File: config.mk
export PLATFORM = sky130hd
export DESIGN_NAME = reg_file_scoreboard
export DESIGN_NICKNAME = d
export VERILOG_FILES = /design/src/rtl/reg_file_scoreboard.sv
export SDC_FILE = /design/constraint.sdc
export NUM_CORES = 1
export LEC_CHECK = 0
export ABC_AREA = 0
export CAP_MARGIN = 20
export CORE_ASPECT_RATIO = 0.8
export CORE_UTILIZATION = 54
export DETAILED_ROUTE_END_ITERATION = 12
export GPL_ROUTABILITY_DRIVEN = 0
export MAX_ROUTING_LAYER = met4
export PLACE_DENSITY = 0.83
export SLEW_MARGIN = 30
export SYNTH_ARGS = -nofsm -noshare
export SYNTH_HDL_FRONTEND = slang
export SYNTH_SLANG_ARGS = --single-unit
File: constraint.sdc
create_clock -name clk -period 4.4 [get_ports clk]
set_clock_uncertainty 0.1 [all_clocks]
set_input_delay 1.32 -clock clk [delete_from_list [all_inputs] [get_ports clk]]
set_output_delay 1.32 -clock clk [all_outputs]
set_load 0.01 [all_outputs]
File: src/rtl/reg_file_scoreboard.sv
// Parametrised register file with optional write-to-read bypass, optional
// hardwired-zero register, and per-register pending bits for RAW hazard detection.
module reg_file_scoreboard #(
  parameter int DATA_WIDTH = 16,
  parameter int ADDR_WIDTH = 2,
  parameter int BYPASS     = 1,
  parameter int ZERO_REG   = 0
) (
  input  logic                  clk,
  input  logic                  reset,
  input  logic [ADDR_WIDTH-1:0] read1,
  input  logic [ADDR_WIDTH-1:0] read2,
  output logic [DATA_WIDTH-1:0] read_out1,
  output logic [DATA_WIDTH-1:0] read_out2,
  input  logic [ADDR_WIDTH-1:0] write_reg,
  input  logic [DATA_WIDTH-1:0] write_data,
  input  logic                  reg_write,
  input  logic                  rsv_valid,
  input  logic [ADDR_WIDTH-1:0] rsv_reg,
  output logic                  hazard1,
  output logic                  hazard2,
  output logic [ADDR_WIDTH:0]   pending_count
);

  localparam int NUM_REGS = 2 ** ADDR_WIDTH;

  logic [DATA_WIDTH-1:0] r_regs [NUM_REGS];
  logic [NUM_REGS-1:0]   r_pending;
  logic [ADDR_WIDTH:0]   r_count;

  logic                  w_wr_en;
  logic                  w_rsv_en;
  logic                  w_byp1;
  logic                  w_byp2;
  logic [NUM_REGS-1:0]   w_pend_next;
  logic [ADDR_WIDTH:0]   w_count_next;

  // Register 0 swallows writes and reservations when hardwired to zero.
  assign w_wr_en  = reg_write && !(ZERO_REG != 0 && write_reg == '0);
  assign w_rsv_en = rsv_valid && !(ZERO_REG != 0 && rsv_reg == '0);

  assign w_byp1 = (BYPASS != 0) && reg_write && (write_reg == read1);
  assign w_byp2 = (BYPASS != 0) && reg_write && (write_reg == read2);

  always_comb begin
    read_out1 = r_regs[read1];
    if (w_byp1 && w_wr_en) read_out1 = write_data;
    if (ZERO_REG != 0 && read1 == '0) read_out1 = '0;
  end

  always_comb begin
    read_out2 = r_regs[read2];
    if (w_byp2 && w_wr_en) read_out2 = write_data;
    if (ZERO_REG != 0 && read2 == '0) read_out2 = '0;
  end

  assign hazard1 = r_pending[read1] && !w_byp1;
  assign hazard2 = r_pending[read2] && !w_byp2;

  // Set is applied after clear so a new producer issuing as the old one retires stays pending.
  always_comb begin
    w_pend_next = r_pending;
    if (reg_write) w_pend_next[write_reg] = 1'b0;
    if (w_rsv_en)  w_pend_next[rsv_reg]   = 1'b1;
    w_count_next = ($bits(w_count_next))'($countones(w_pend_next));
  end

  always_ff @(posedge clk) begin
    if (reset) begin
      r_regs    <= '{default: '0};
      r_pending <= '0;
      r_count   <= '0;
    end else begin
      if (w_wr_en) r_regs[write_reg] <= write_data;
      r_pending <= w_pend_next;
      r_count   <= w_count_next;
    end
  end

  assign pending_count = r_count;

endmodule
Word-level counts from Yosys, hierarchy flattened
Index checks and enable logic that the tools add are counted.
{ "word_totals": {"register_bits": 71, "output_inout_bits": 37, "elab_cells": 59} }
{ "op_classes": {"add_sub_neg": 3, "order_cmp": 10, "n_eq_ne": 2, "muxes": 21, "bitwise_logic": 6, "reduce_logical": 11} }
{ "op_table": {"columns": ["op", "n"], "rows": [
  ["$mux 16", 7],
  ["$bmux 16 s2", 2],
  ["$bwmux 64", 1],
  ["$demux 16 s2", 1],
  ["$lt 2x3->1 const B", 4],
  ["$ge 3x3->1 const B", 3],
  ["$logic_and 1x1->1", 9],
  ["$not 2->3", 3],
  ["$mux 4", 2],
  ["$add 1x1->2", 2],
  ["$and 4x4->4", 1],
  ["$bmux 1 s2", 2],
  ["$demux 1 s2", 2],
  ["$eq 2x2->1", 2],
  ["$ge 2x1->1 const B", 2],
  ["$mux 1", 4],
  ["$not 4->4", 1],
  ["$or 4x4->4", 1],
  ["$add 2x2->3", 1],
  ["$lt 3x1->1 const B", 1],
  ["$logic_not 1->1", 2]
]} }

Depth between registers and ports, before layout
Gate-level depths: netlist of the first run.
{ "logic_depth": {"ltp_word": 11, "depth_mapped": 9, "depth_no_buf": 7} }

Worst setup path after synthesis of the first run
OpenSTA, ideal clock, no wires.
{ "synth_path": {"path_type": "input -> output", "from": "input port read1[0]", "to": "output port read_out1[10]", "arrival_time_ps": 2345, "path_slack_ps": 635, "path_stages": 4, "n_path_buf": 2, "cell_sequence": "buf_6 buf_8 mux4_2 mux2_4"} }
{ "synth_via": {"elab_chain_cells": 5} }
{ "synth_lines": {"columns": ["element", "line", "text"], "rows": [
  ["from (decl)", "11", "input logic [ADDR_WIDTH-1:0] read1,"],
  ["$not 2->3 (not written as such)", "46", "read_out1 = r_regs[read1];"],
  ["$bmux 16 s2", "46", null],
  ["$mux 16 (not written as such) (2 in series)", "46", null],
  ["$mux 16 *", "47", "if (w_byp1 && w_wr_en) read_out1 = write_data;"],
  ["to (decl)", "13", "output logic [DATA_WIDTH-1:0] read_out1,"]
]} }
Mark *: on every way between the ends. The rest lies on a longest branch, timed or not. The select of a mux whose other input is x is not followed.

Worst setup path in the final report of the first run
{ "layout_path": {"from": "input port read2[0]", "to": "output port read_out2[15]"} }
{ "layout_via": {"elab_chain_cells": 5} }
{ "layout_lines": {"columns": ["element", "line", "text"], "rows": [
  ["from (decl)", "12", "input logic [ADDR_WIDTH-1:0] read2,"],
  ["$not 2->3 (not written as such)", "52", "read_out2 = r_regs[read2];"],
  ["$bmux 16 s2", "52", null],
  ["$mux 16 (not written as such) (2 in series)", "52", null],
  ["$mux 16 *", "53", "if (w_byp2 && w_wr_en) read_out2 = write_data;"],
  ["to (decl)", "14", "output logic [DATA_WIDTH-1:0] read_out2,"]
]} }
Marked as above.

==> results.md, run 1 <==
* Run status: finished, violations left
* Violated checks: design-rule violations
* WS Path Type: in2out
* Maximum achievable frequency at 230 MHz
* Required @ worst endpoint at about 3000 ps
* Minimum period implied by the final worst setup slack at roughly 4300 ps
* Max-cap violations at 0
* Final Setup Violations at 0
* Detail-routed net length per standard cell at about 19 um
* Top fanout value on the critical path at 8
* Fraction of final layout cells sized beyond drive strength 1 at 0.213
* RSZ-0062 raised after global routing: false
* Areal power density over the cells at ~290 nW/um^2
* Number of buffers inserted during clock tree synthesis at 9
* CTS tree: built
* Min-delay src: r_regs[4]
* Total routed wirelength at 10800 um
* Maximum number of pins on one net before global-route repair at 40
* Flop and latch count out of synthesis at between 70 and 80
* Number of global-route vias before repair at 3333
* Worst slew margin relative to its limit at 0.483
* Worst skew pair latency at 340 ps
* Core ar. at 7030 um^2
* Clock tree root driver cell: clkbuf_8
* Number of nets still failing antenna checks after routing at 0
* Post-synth EDFFs at 0
* R2r worst-path depth at 6
* Number of clock sinks at 71
* Hold depth at 2
* Critical Path, Cell by Cell: clkdlybuf4s15_2 > buf_12 > mux4_1 > mux2_2 > dlygate4sd2_1
* Synth Area per Inst at 10.1 um^2
* Worst reg2reg startpoint: r_pending[0]
* Actual slew at the worst max-slew pin at 775 ps
* Initial standard-cell utilization of the core at 0.568
* Post-synthesis instance total at 397
* Endpoint, Worst Hold: r_regs[4]
* Vias after detailed routing at 3474
* Area of the mapped netlist at approximately 4000 um^2
* Detailed router's first-iteration violation count at 263
* Number of warnings reported in the yosys synthesis log at 0
* R2r setup slk at 2530 ps
* Number of distinct library cells after synthesis at 30
* Pleak at 2.23 nW
* Worst min-delay path category: reg2reg
* Largest stage delay on the critical path at 560 ps
* Setup crit end kind: output port
* Die outline height at just under 80 um
* Proportion of synthesized flip-flops having asynchronous set or reset at 0
* Setup_tns at 0 ps
* Post-place instance area at 4760 um^2
* Share of the clock period used by the worst path at 0.986
* Met2 usage in global routing at 0.505
* Worst setup slack after placement at -382 ps
* Max Slew Vio Count at 0
* Count of buffers inserted at the top-level ports at 64
* Overall fraction of global-route tracks in use at 0.300
* Reg2reg end: pending_count[1]
* Net count after synthesis at about 430
* Launching element type of the critical path: input pin
* Die footprint at between 7000 and 8000 um^2
* Worst IR drop on VDD at about 0.00020 V
* First-pass detailed-route iteration total at 10
* Total congestion overflow after global routing at 0
* Sequential element share of the synthesized area at 0.356
* Met1 usage in global routing at 0.360
* Initial antenna violation count at 0
* Row count at 27
* Die Width at slightly below 100 um
* Global-route layer with the greatest usage: met2
* Ant diodes at 0
* First-pass GRT wire length at 17000 um
* Clock H-tree levels at 3
* Critical path's slowest cell: mux4_1
* Avg Vias per Cell at 6.14
* Clock-pin slew reported for the worst setup and hold paths after clock tree synthesis at approximately 70 ps
* Post-DP HPWL at 6670 um
* PnR worst setup slack at 59.6 ps
* Layout area overhead at 28.9%
* Remaining routing DRC violations at 5
* NumNets Final at 506
* Number of hold violations in the final report at 0
* Boundary Pins at 65
* Flip-flop cell with the highest count after synthesis: dfxtp_1
* Arrival time reported for the critical path endpoint at ~2900 ps
* Max Root-Sink Buffers at 2
* Final std cell area, no fill at 5140 um^2
* Met3 global-route usage at 0.0695
[through the flow]
stage	util	instances	hold slack [ps]	total power [mW]
6_report	0.732	566	369	1.52
5_1_grt	0.732	566	387	1.57
4_1_cts	0.732	566	369	1.51
3_5_place_dp	0.677	536	359	0.987
3_3_place_gp	0.677	536	345	0.978
2_1_floorplan	-	397	340	0.858
[layout by cell type (no fill, tap or decap), types with 2 or more instances in the layout]
cell	n
nor2b_1	5
buf_12	7
clkdlybuf4s15_2	3
and2_1	2
dlygate4sd2_1	33
xnor2_4	2
nand3_2	2
nand2_1	129
and3b_1	2
mux2_2	14
mux4_2	10
nand3b_1	2
mux4_1	24
o2bb2ai_1	2
nor2_1	2
clkdlybuf4s15_1	3
clkdlybuf4s50_1	24
buf_16	2
buf_4	24
ha_1	2
buf_8	2
a21oi_1	64
a2bb2oi_1	2
dfxtp_1	71
clkbuf_8	11
inv_1	3
mux2_4	18
[routing by layer]
layer / share of wire / wire [um]
met1: 0.39 / 4230
met2: 0.49 / 5280
met3: 0.092 / 1000
met4: 0.030 / 320
met5: 0 / 0
[state kept, by name (all words and copies together) (netlist names)]
signal         cells
pending_count      3
r_pending          4
r_regs            64
[kinds of logic (layout without fill, tap and decap cells)]
logic type      Yosys count  in the layout  share of synthesized area
compound gates           68             68                     0.0891
fa+ha+maj                 3              3                     0.0113
flops                    71             71                      0.356
buf+inv                  36            118                     0.0558
simple gates            149            149                      0.157
mux                      66             66                      0.322
xor+xnor                  4              4                    0.00878
[area by class of cell]
cell class | instances | area (um^2)
multi-input cells | 290 | 2390
fillers | 503 | 1880
flip-flops and latches | 71 | 1420
repair buffers | 100 | 1010
clock buffers | 12 | 155
well taps | 87 | 109
clock inverters | 3 | 42.5
inverters | 3 | 11.3
[what timing repair did]
item	4_1_cts	5_1_grt
buffers inserted	13	0
hold buffers	0	0
resized for setup	60	0
endpoints found under the setup margin	34	0
[worst max-delay path: cells and delay by family]
kind	cells	cell delay [ps]
muxes	2	850
buffers and inverters	3	750
[synth_stat cells, types with 4 or more instances]
library cell  count  area share
clkbuf_1         13       0.012
nor2b_1           5      0.0078
buf_2             9       0.011
mux2_2           14       0.040
nand2_1         129        0.12
buf_6             6       0.017
dfxtp_1          71        0.36
xnor2_1           4      0.0088
mux4_2           10       0.056
mux4_1           24        0.16
mux2_4           18       0.068
a21oi_1          64       0.080
[worst max-delay path by stage]
stage	startpoint	endpoint	slack, ps	cells past startpoint
after floorplan	read1[0]	read_out1[10]	640	4
after global placement	read1[0]	read_out1[4]	-370	5
after detailed placement	read2[0]	read_out2[4]	-380	5
after CTS	write_reg[0]	read_out2[7]	40	7
after global routing	read2[1]	read_out2[10]	5	8
final	read2[0]	read_out2[15]	60	5
[power by group]
group          leakage (nW)  total, mW  internal, mW  switching (mW)
Sequential            0.577      0.682         0.666          0.0160
Combinational          1.55      0.306         0.167           0.140
Clock                0.0985      0.529         0.289           0.240
Note: power is estimated with default switching activity, not from simulation.
==> run 2, diff against run 1 <==
--- a/config.mk
+++ b/config.mk
@@ -8,11 +8,13 @@
 export ABC_AREA = 0
 export CAP_MARGIN = 20
 export CORE_ASPECT_RATIO = 0.8
-export CORE_UTILIZATION = 54
+export CORE_MARGIN = 2
+export CORE_UTILIZATION = 49
 export DETAILED_ROUTE_END_ITERATION = 12
 export GPL_ROUTABILITY_DRIVEN = 0
 export MAX_ROUTING_LAYER = met4
-export PLACE_DENSITY = 0.83
+export PLACE_DENSITY = 0.79
+export SETUP_SLACK_MARGIN = 0.1
 export SLEW_MARGIN = 30
 export SYNTH_ARGS = -nofsm -noshare
 export SYNTH_HDL_FRONTEND = slang
==> constraint.sdc (replaced) <==
create_clock -name clk -period 3.7 [get_ports clk]
set_clock_uncertainty 0.1 [all_clocks]
set_input_delay 1.11 -clock clk [delete_from_list [all_inputs] [get_ports clk]]
set_output_delay 1.11 -clock clk [all_outputs]
set_load 0.01 [all_outputs]
==> run 2 against run 1 <==
The flow now finishes without violations. Worst hold slack gained 3.4 ps. Cell area grew 6.3%. Power grew 26%. Flip-flop and latch count is the same. Via count grew 3.9%. Final cell count grew 8.8%. Setup slack gained 26 ps. Sequential power grew 19%. Non-clock buffer count grew 28. Utilization shrank 4.1 points. First-iteration DRC count shrank 13%. Combinational power grew 40%. Highest routed layer unchanged.
==> results.md, run 2 (synthesis gave the netlist of run 1 again) <==
* Run status: completed
* Actual slew at the worst max-slew pin at 765 ps (-10.1 ps)
* Core ar. at 7910 um^2 (+13%)
* Setup_tns at 0 ps (unchanged)
* Overall fraction of global-route tracks in use at 0.273 (-0.0274)
* Worst slew margin relative to its limit at 0.490 (+0.00673)
* Worst skew pair latency at 350 ps (about the same)
* Clock tree root driver cell: clkbuf_8
* Worst setup slack after placement at -655 ps (-273 ps)
* Count of buffers inserted at the top-level ports at 64 (unchanged)
* Die outline height at 84.7 um (+7.4%)
* Core utilization of the finished layout at 0.691 (-0.0411)
* Required @ worst endpoint at 2490 ps (-490 ps)
* Leading cell types in the layout, fill and taps excluded: nand2_1 (129), dfxtp_1 (71), a21oi_1 (64)
* Most common cell after layout, fill and taps aside: nand2_1
* Reg with most FFs: r_regs
* Clock H-tree levels at 3 (unchanged)
* Number of nets still failing antenna checks after routing at 0 (unchanged)
* Worst IR drop on VDD at 0.000227 V (+16%)
* RSZ-0062 raised after global routing: true
* Setup crit end kind: output port
* Clock-pin slew reported for the worst setup and hold paths after clock tree synthesis at 80 ps (about the same)
* Layout area overhead at 37.0%
* Number of buffers inserted during clock tree synthesis at 9 (unchanged)
* CTS tree: built
* WS Path Type: in2out
* Maximum number of pins on one net before global-route repair at 40 (unchanged)
* Remaining routing DRC violations at 0 (-5)
* Arrival time reported for the critical path endpoint at 2400 ps (-520 ps)
* Post-DP HPWL at 7040 um (+5.5%)
* Ant diodes at 0 (unchanged)
* Launching element type of the critical path: input pin
* Post-place instance area at 4950 um^2 (+4.2%)
* Fraction of final layout cells sized beyond drive strength 1 at 0.350 (+0.137)
* Placed Cells incl. Taps at 580 (+8.2%)
* First-pass GRT wire length at 18200 um (+7.0%)
* Filler cell count in the final layout at 578 (+15%)
* Hold bufs inserted after CTS at 0 (unchanged)
* Minimum period implied by the final worst setup slack at 3610 ps
* Total routed wirelength at 11700 um (+8.1%)
* Max Root-Sink Buffers at 2 (unchanged)
* Worst min-delay path category: reg2reg
* First-pass detailed-route iteration total at 5 (-5)
* Initial standard-cell utilization of the core at 0.504 (-0.0634)
* Number of global-route vias before repair at 3530 (+5.9%)
* Die footprint at 8890 um^2 (+15%)
* Number of hold violations in the final report at 0 (unchanged)
* Number of clock sinks at 71 (unchanged)
* Top fanout value on the critical path at 5 (-3)
* Initial antenna violation count at 0 (unchanged)
* Total congestion overflow after global routing at 0 (unchanged)
* Pleak at 2.28 nW (+2.6%)
* Final std cell area, no fill at 5470 um^2 (+6.3%)
* Die Width at 105 um (+6.9%)
* Detail-routed net length per standard cell at 19.0 um (-0.67%)
* PnR worst setup slack at 85.7 ps (+26.1 ps)
* Final Setup Violations at 0 (unchanged)
* Avg Vias per Cell at 5.86 (-4.5%)
* Vias after detailed routing at 3609 (+3.9%)
* Maximum achievable frequency at 277 MHz
* Areal power density over the cells at 348 nW/um^2 (+18%)
* Max-cap violations at 0 (unchanged)
* Max Slew Vio Count at 0 (unchanged)
* Boundary Pins at 65 (unchanged)
* Detailed router's first-iteration violation count at 230 (-13%)
* NumNets Final at 534 (+5.5%)
* Non-filler instance count after layout at 616 (+8.8%)
* Share of the clock period used by the worst path at 0.977
* Number of flip-flops in the largest register at 64 (unchanged)
* Row count at 29 (+7.4%)
==> run 2: layout make-up <==
type / count / area [um^2] / share of cell area
Clock buffer: 11 / 151 / 0.0277
Clock inverter: 5 / 63.8 / 0.0117
Inverter: 3 / 11.3 / 0.00206
Multi-Input combinational cell: 290 / 2410 / 0.441
Sequential cell: 71 / 1420 / 0.260
Tap cell: 108 / 135 / 0.0247
Timing Repair Buffer: 128 / 1270 / 0.233
==> run 2: report_power, final <==
| group | internal (mW) | switching, mW | total, mW |
|---|---|---|---|
| Combinational | 0.240 | 0.187 | 0.428 |
| Sequential | 0.792 | 0.0198 | 0.812 |
| Clock | 0.354 | 0.311 | 0.665 |
==> run 2: through the flow <==
stage	hold slack, ps	total power [mW]
2_1_floorplan	340	1.02
3_3_place_gp	347	1.18
3_5_place_dp	358	1.20
4_1_cts	370	1.89
5_1_grt	393	1.96
6_report	372	1.90
==> run 2: final timing paths <==
kind                 from               end  slack [ps]  cells after the start
max reg2reg  r_pending[0]  pending_count[1]        1800                      6
min            r_regs[25]        r_regs[25]         370                      2
max             reg_write     read_out2[11]          90                      6
min reg2reg    r_regs[25]        r_regs[25]         370                      2
==> run 2: worst max-delay path, cell delays in order <==
cell           delay, ps
dlygate4sd2_1        400
nand3_4              160
buf_12               180
buf_12               130
mux2_4               300
buf_6                120
==> run 2: per-layer routing <==
layer | routed length, um | share of wire | track usage | vias up
met5 | 0 | 0 | - | -
met4 | 178 | 0.015 | 0.0848 | 0
met3 | 930 | 0.079 | 0.0551 | 26
met2 | 5810 | 0.50 | 0.446 | 203
met1 | 4790 | 0.41 | 0.344 | 1761
li1 | - | - | - | 1619
==> run 2: what timing repair did <==
| item | 4_1_cts | 5_1_grt |
|---|---|---|
| buffers inserted | 16 | 3 |
| resized for setup | 204 | 14 |
| setup endpoints to repair | 34 | 27 |
| cloned | 2 | 0 |
| pin swaps | 6 | 5 |
